$ cat src/rtl/operand_pair_serializer.sv
// operand_pair_serializer
//   Transmit side of the DL_float operand register wrapper. Operand pairs
//   (A, B) are accepted in parallel into a small pair FIFO. They are then
//   streamed out one word per transfer on a valid/ready bus, A first and
//   B second. The downstream wrapper rebuilds reg_a/reg_b from this stream.
//
// Ports
//   clk        rising-edge clock
//   rst        asynchronous active-low reset
//   reg_a      operand A of the offered pair
//   reg_b      operand B of the offered pair
//   load       offer pair; accepted when load && load_ready at an edge
//   load_ready FIFO has room (combinational, count only)
//   data_out   serialized word (registered)
//   data_valid data_out holds a valid word (registered)
//   data_ready sink accepts data_out
//   is_b       0: word is A, 1: word is B (registered)
//   count      pairs held in the FIFO, excluding the output stage
//   busy       data_valid || count != 0
module operand_pair_serializer #(
   parameter int DATA_W = 16,
   parameter int DEPTH  = 4
) (
   input  logic                       clk,
   input  logic                       rst,
   input  logic [DATA_W-1:0]          reg_a,
   input  logic [DATA_W-1:0]          reg_b,
   input  logic                       load,
   output logic                       load_ready,
   output logic [DATA_W-1:0]          data_out,
   output logic                       data_valid,
   input  logic                       data_ready,
   output logic                       is_b,
   output logic [$clog2(DEPTH):0]     count,
   output logic                       busy
);

   localparam int AW = $clog2(DEPTH);
   localparam int CW = AW + 1;

   typedef enum logic [1:0] {IDLE, SEND_A, SEND_B} state_t;

   state_t                state;
   logic [2*DATA_W-1:0]   mem [DEPTH];
   logic [AW-1:0]         wptr, rptr;
   logic [2*DATA_W-1:0]   head;
   logic                  push, pop, xfer, have;
   logic [DATA_W-1:0]     b_hold;

   // A full FIFO refuses a load even when a pop happens on the same edge.
   // Keeping load_ready a function of count alone avoids a combinational
   // path from data_ready to load_ready.
   assign load_ready = (count != CW'(DEPTH));
   assign busy       = data_valid || (count != '0);
   assign push       = load && load_ready;
   assign xfer       = data_valid && data_ready;
   assign have       = (count != '0);
   assign head       = mem[rptr];

   // The FIFO is popped only when the FSM enters SEND_A.
   always_comb begin
      pop = 1'b0;
      case (state)
         IDLE:    pop = have;
         SEND_B:  pop = xfer && have;
         default: pop = 1'b0;
      endcase
   end

   // Pair storage: A sits in the upper half, B in the lower half.
   always_ff @(posedge clk) begin
      if (push) mem[wptr] <= {reg_a, reg_b};
   end

   always_ff @(posedge clk or negedge rst) begin
      if (!rst) begin
         state      <= IDLE;
         data_out   <= '0;
         data_valid <= 1'b0;
         is_b       <= 1'b0;
         b_hold     <= '0;
         wptr       <= '0;
         rptr       <= '0;
         count      <= '0;
      end else begin
         if (push) wptr <= wptr + AW'(1);
         if (pop)  rptr <= rptr + AW'(1);
         case ({push, pop})
            2'b10:   count <= count + CW'(1);
            2'b01:   count <= count - CW'(1);
            default: count <= count;
         endcase

         case (state)
            IDLE: begin
               if (have) begin
                  data_out   <= head[2*DATA_W-1:DATA_W];
                  b_hold     <= head[DATA_W-1:0];
                  is_b       <= 1'b0;
                  data_valid <= 1'b1;
                  state      <= SEND_A;
               end
            end
            SEND_A: begin
               if (xfer) begin
                  // B is held in b_hold because the FIFO slot was already
                  // released on entry to SEND_A and may be overwritten.
                  data_out <= b_hold;
                  is_b     <= 1'b1;
                  state    <= SEND_B;
               end
            end
            SEND_B: begin
               if (xfer) begin
                  if (have) begin
                     // Back-to-back: the next A follows with no bubble.
                     data_out <= head[2*DATA_W-1:DATA_W];
                     b_hold   <= head[DATA_W-1:0];
                     is_b     <= 1'b0;
                     state    <= SEND_A;
                  end else begin
                     data_valid <= 1'b0;
                     is_b       <= 1'b0;
                     state      <= IDLE;
                  end
               end
            end
            default: state <= IDLE;
         endcase
      end
   end

endmodule

$ cat config.mk
export PLATFORM = sky130hd
export DESIGN_NAME = operand_pair_serializer
export DESIGN_NICKNAME = d
export VERILOG_FILES = /design/src/rtl/operand_pair_serializer.sv
export SDC_FILE = /design/constraint.sdc
export NUM_CORES = 1
export LEC_CHECK = 0
export ABC_AREA = 1
export CAP_MARGIN = 30
export CORE_ASPECT_RATIO = 0.75
export CORE_MARGIN = 2
export CORE_UTILIZATION = 45
export DETAILED_ROUTE_END_ITERATION = 6
export PLACE_DENSITY = 0.71
export SYNTH_ARGS = -nofsm -noshare
export SYNTH_HDL_FRONTEND = slang
export SYNTH_SLANG_ARGS = --single-unit
$ cat constraint.sdc
create_clock -name clk -period 3.35 [get_ports clk]
set_input_delay 0.67 -clock clk [delete_from_list [all_inputs] [get_ports clk]]
set_output_delay 0.67 -clock clk [all_outputs]
set_load 0.005 [all_outputs]
Word level (Yosys, flattened, before mapping) --
Memories as Yosys holds them, arrays and structs flattened. Index checks and enable logic that the tools add are counted.
Word-level totals: latch bits 0, memories 1, flip-flop bits (word level) 43, output and inout bits 23, input port bits 36, ROM bits 0, memory bits (writable) 128, word-level logic and storage cells 60
Cells by class: bitwise gates (word level) 0, $mul 0, shift-type cells 0, div/mod/pow operators 0, eq/ne operators 9, magnitude comparators 0, $add $sub $neg 4, reduce and logical (&&, ||, !) cells 14, multiplexer cells 24
Memories:
- mem | depth 4, width 32, read ports 1, clocked after memory_dff 0, wr ports 1, RTL line 44 | logic [2*DATA_W-1:0] mem [DEPTH];
Operator list (count):
- 16-bit 2-to-1 mux | 5
- 16-bit case mux with 3 select lines | 1
- 16-bit case mux with 2 select lines | 1
- 1-bit 2-to-1 mux | 9
- 2-bit inequality test (second input constant) | 4
- 4-bit AND reduction | 2
- 2-bit 2-to-1 mux | 3
- 2-bit case mux with 3 select lines | 1
- 3-bit case mux with 2 select lines | 1
- 3-bit AND reduction | 2
- 3-bit nonzero test | 2
- 2-bit by 1-bit adder with 2-bit output (second input constant) | 2
- 2-bit by 1-bit == test with 1-bit output (second input constant) | 2
- 2-bit == test (second input constant) | 2
- 1-bit case mux with 2 select lines | 2
- 2-bit nonzero test | 2
- 3-bit by 1-bit adder with 3-bit output (second input constant) | 1
- 1-bit logical AND | 3
- 3-bit inequality test (second input constant) | 1
- 1-bit case mux with 3 select lines | 1
- 3-bit by 1-bit subtractor with 3-bit output (second input constant) | 1
- 2-bit logical NOT | 1
- 2-bit AND reduction | 1
- 1-bit logical OR | 1

Depth between registers and ports, before layout --
word-level depth 5, gate-level depth with buffers 10, gate-level depth less buffers 9

Least setup slack after synthesis --
Ideal clock, no wire load.
kind input port to flip-flop, start point input load, end point memory mem[0][0] (netlist name) (enable), path buffers 0, stages on the path 2, path slack 723 ps, data required time 2929 ps, data arrival time 2206 ps, setup time 421 ps, cells stage by stage nand2_1 -> nor2_1
On the way: cells in the longest elaborated chain, start to end 3
RTL lines:
- start: declaration | RTL line 28 | input logic load,
- 1-bit logical AND | RTL line 55 | assign push = load && load_ready;
- 1-bit 2-to-1 mux | RTL line 72 | if (push) mem[wptr] <= {reg_a, reg_b};
- 1-bit 2-to-1 mux (not written as such) | RTL line 72
- end: declaration | RTL line 44
Every way passes these cells.

Worst setup path after layout --
start point register count[0], end point output busy
On the way: cells in the longest elaborated chain, start to end 2
RTL lines:
- start: declaration | RTL line 34 | output logic [$clog2(DEPTH):0] count,
- start signal: assignment | RTL line 89 | 2'b10: count <= count + CW'(1);
- start signal: assignment | RTL line 90 | 2'b01: count <= count - CW'(1);
- start signal: assignment | RTL line 91 | default: count <= count;
- 3-bit nonzero test | RTL line 54 | assign busy = data_valid || (count != '0);
- 1-bit logical OR | RTL line 54
- end: declaration | RTL line 35 | output logic busy
Every way passes these cells.

==> results.tsv <==
stage	metric	value	unit
run_status	status	finished clean	
worst_setup_path	Reg2Reg Setup Slack	1260	ps
yosys	Cell variety after synth	31	
clocking	clk buf depth	2	
clocking	# hold bufs at CTS	0	
clocking	# resized after CTS	0	
place	DPL Wire Length	9240	um
place	IO buf count	58	
clocking	worst-skew pair later-pin latency	420	ps
clocking	clock tree from TritonCTS	built	
clocking	Clock transition at path regs	70	ps
routing	Post-DRT Antenna Nets	0	
yosys	Netlist Area Pre-Place	0.00717	mm2
worst_setup_path	Setup crit start kind	flip-flop	
die	DIE HEIGHT	113	um
sta	crit path time final	2600	ps
sta	RSZ-0062 raised after global routing	false	
layout	number of fill cells	1323	
routing	wire per inst	16.2	um
worst_setup_path	Worst EP arrival	1930	ps
yosys	sequential-to-total area share from yosys stat	68.6	%
routing	Post-Route WL	15200	um
die	placement row count	39	
clocking	H-Tree Depth	4	
min_path	Hold WC Path Type	primary input to async pin	
sta	relative slew slack	39.8	%
layout	Final nets	762	
yosys	FF+latch count, synth	171	
layout	commonest non-fill, non-tap cell in the layout	nand2_1	
yosys	Yosys Warn Count	0	
layout	area grow syn2layout	18.2	%
die	Die W	150	um
pwr	pwr/cell area	940	mW/mm2
sta	final setup vio count	0	
pwr	static leakage	3.55	nW
global_route	largest net degree at the start of global routing	66	
global_route	total gr overflow	0	
sta	fin worst setup slack	750	ps
flow_run	Max Cap Viol	0	
worst_setup_path	R2R Path End	count[1]	
global_route	Tot GR Track Use	18.8	%
routing	Vias/cell	5.06	
worst_setup_path	crit path kind	flip-flop to primary output	
global_route	first-pass GRT wire length	23900	um
sta	Slew Limit Fails	0	
sta	Final Hold Viols	0	
worst_setup_path	Critical R2R Launch	count[0]	
pwr	peak supply drop	0.484	mV
yosys	Mean Syn Cell Area	10.8	um2
place	pre-CTS WS	686	ps
worst_setup_path	critical path data required time	2680	ps
worst_setup_path	R2R depth	6	
global_route	initial antenna violation count	0	
place	DP Area	0.00792	mm2
sta	period utilization	77.6	%
routing	vias post-DR	4744	
die	Die ar.	0.0170	mm2
sta	Fmax	385	MHz
die	Starting Density	46.5	%
worst_setup_path	launch point of the worst path	count[0]	
layout	commonest cells after routing, fill and taps aside	144 x nand2_1, 128 x edfxtp_1, 89 x inv_1	
yosys	Syn Nets	704	
clocking	clock sink total	171	
sta	final clock skew	7.50	ps
worst_setup_path	worst-path fanout max	4	
clocking	Root Driver	clkbuf_16	
sta	worst slew pin tran	903	ps
worst_setup_path	Worst setup EP type	primary output	
clocking	TritonCTS Buffers	17	
yosys	Cells after Synth	662	
routing	initial drt markers	361	
layout	antenna cells	0	
routing	drt drc	0	
place	GP Congestion	0.805	
sta	Fin Setup TNS	0	ps
die	Core Box Area	0.0154	mm2
layout	design area	0.00848	mm2
routing	DR pass1 iterations	5	
clocking	Setup Fix Bufs, Post-CTS	0	
die	Ports	59	
layout	layout cell share with drive strength beyond 1	8.05	%
global_route	vias in the first global route	4637	
worst_setup_path	crit path to	busy	
[critical path, stage by stage, from the launching register on]
cell	delay, ps
dfrtp_1	430
nor2_1	180
nand2_1	170
or2_2	300
clkdlybuf4s50_1	440
[state kept, by name, summed over array words and instances (netlist names)]
name	count
data_out	16
mem	128
wptr	2
data_valid	1
is_b	1
rptr	2
b_hold	16
state	2
count	3
[worst min-delay path by stage]
stage / startpoint / endpoint / slack [ps] / cells after the start
final: rst / is_b / 200 / 1
after global routing: rst / is_b / 240 / 1
after CTS: rst / is_b / 210 / 1
after detailed placement: is_b / is_b / 470 / 2
after global placement: is_b / is_b / 460 / 2
after floorplan: rst / b_hold[0] / 370 / 0
[logic make-up after synthesis]
logic type      share of synthesized area [%]
simple gates                             18.4
flops                                    68.6
buf+inv                                  7.59
compound gates                           3.63
fa+ha+maj                                1.15
xor+xnor                                0.488
mux                                     0.157
[layer usage]
layer	vias up	share of wire, %	global-route usage [%]	wire (um)
met3	19	5.8	3.99	878
met5	-	0	0	0
met4	0	1.6	6.23	246
met2	124	47	30.2	7120
met1	2318	46	25.9	6930
li1	2283	-	-	-
[per-stage QoR]
| stage | instances | utilization (%) | hold slack (ps) | power [mW] |
|---|---|---|---|---|
| floorplan | 662 | - | 374 | 5.21 |
| global placement | 906 | 51.3 | 458 | 6.03 |
| detailed placement | 906 | 51.3 | 468 | 6.17 |
| CTS | 938 | 55.0 | 210 | 8.04 |
| global route | 938 | 55.0 | 237 | 8.52 |
| finish | 938 | 55.0 | 205 | 7.97 |
[power breakdown]
part           switching (mW)  internal (mW)
clock                   0.827           1.04
combinational            1.90           1.06
sequential              0.242           2.91
total                    2.97           5.00
[cells in the mapped netlist, drive strengths merged]
| cell type | instances | area share [%] |
|---|---|---|
| a21oi | 2 | 0.14 |
| buf | 22 | 2.2 |
| clkbuf | 8 | 0.56 |
| dfrtp | 43 | 15 |
| edfxtp | 128 | 54 |
| fa | 1 | 0.28 |
| ha | 5 | 0.87 |
| inv | 92 | 4.8 |
| mux2 | 1 | 0.16 |
| nand2 | 146 | 7.8 |
| nand3 | 85 | 6.3 |
| nand3b | 1 | 0.10 |
| nand4 | 1 | 0.087 |
| nor2 | 72 | 4.0 |
| o21ai | 50 | 3.5 |
| or2 | 1 | 0.087 |
| xnor2 | 1 | 0.12 |
| xor2 | 3 | 0.37 |
[area by class of cell]
type	count	area, um2	area share (%)
Timing Repair Buffer	69	671	7.91
Inverter	92	348	4.10
Sequential cell	171	4920	58.0
Tap cell	205	256	3.02
Clock inverter	15	139	1.64
Multi-Input combinational cell	369	1720	20.3
Clock buffer	17	425	5.02
(Power assumes the default switching activity.)
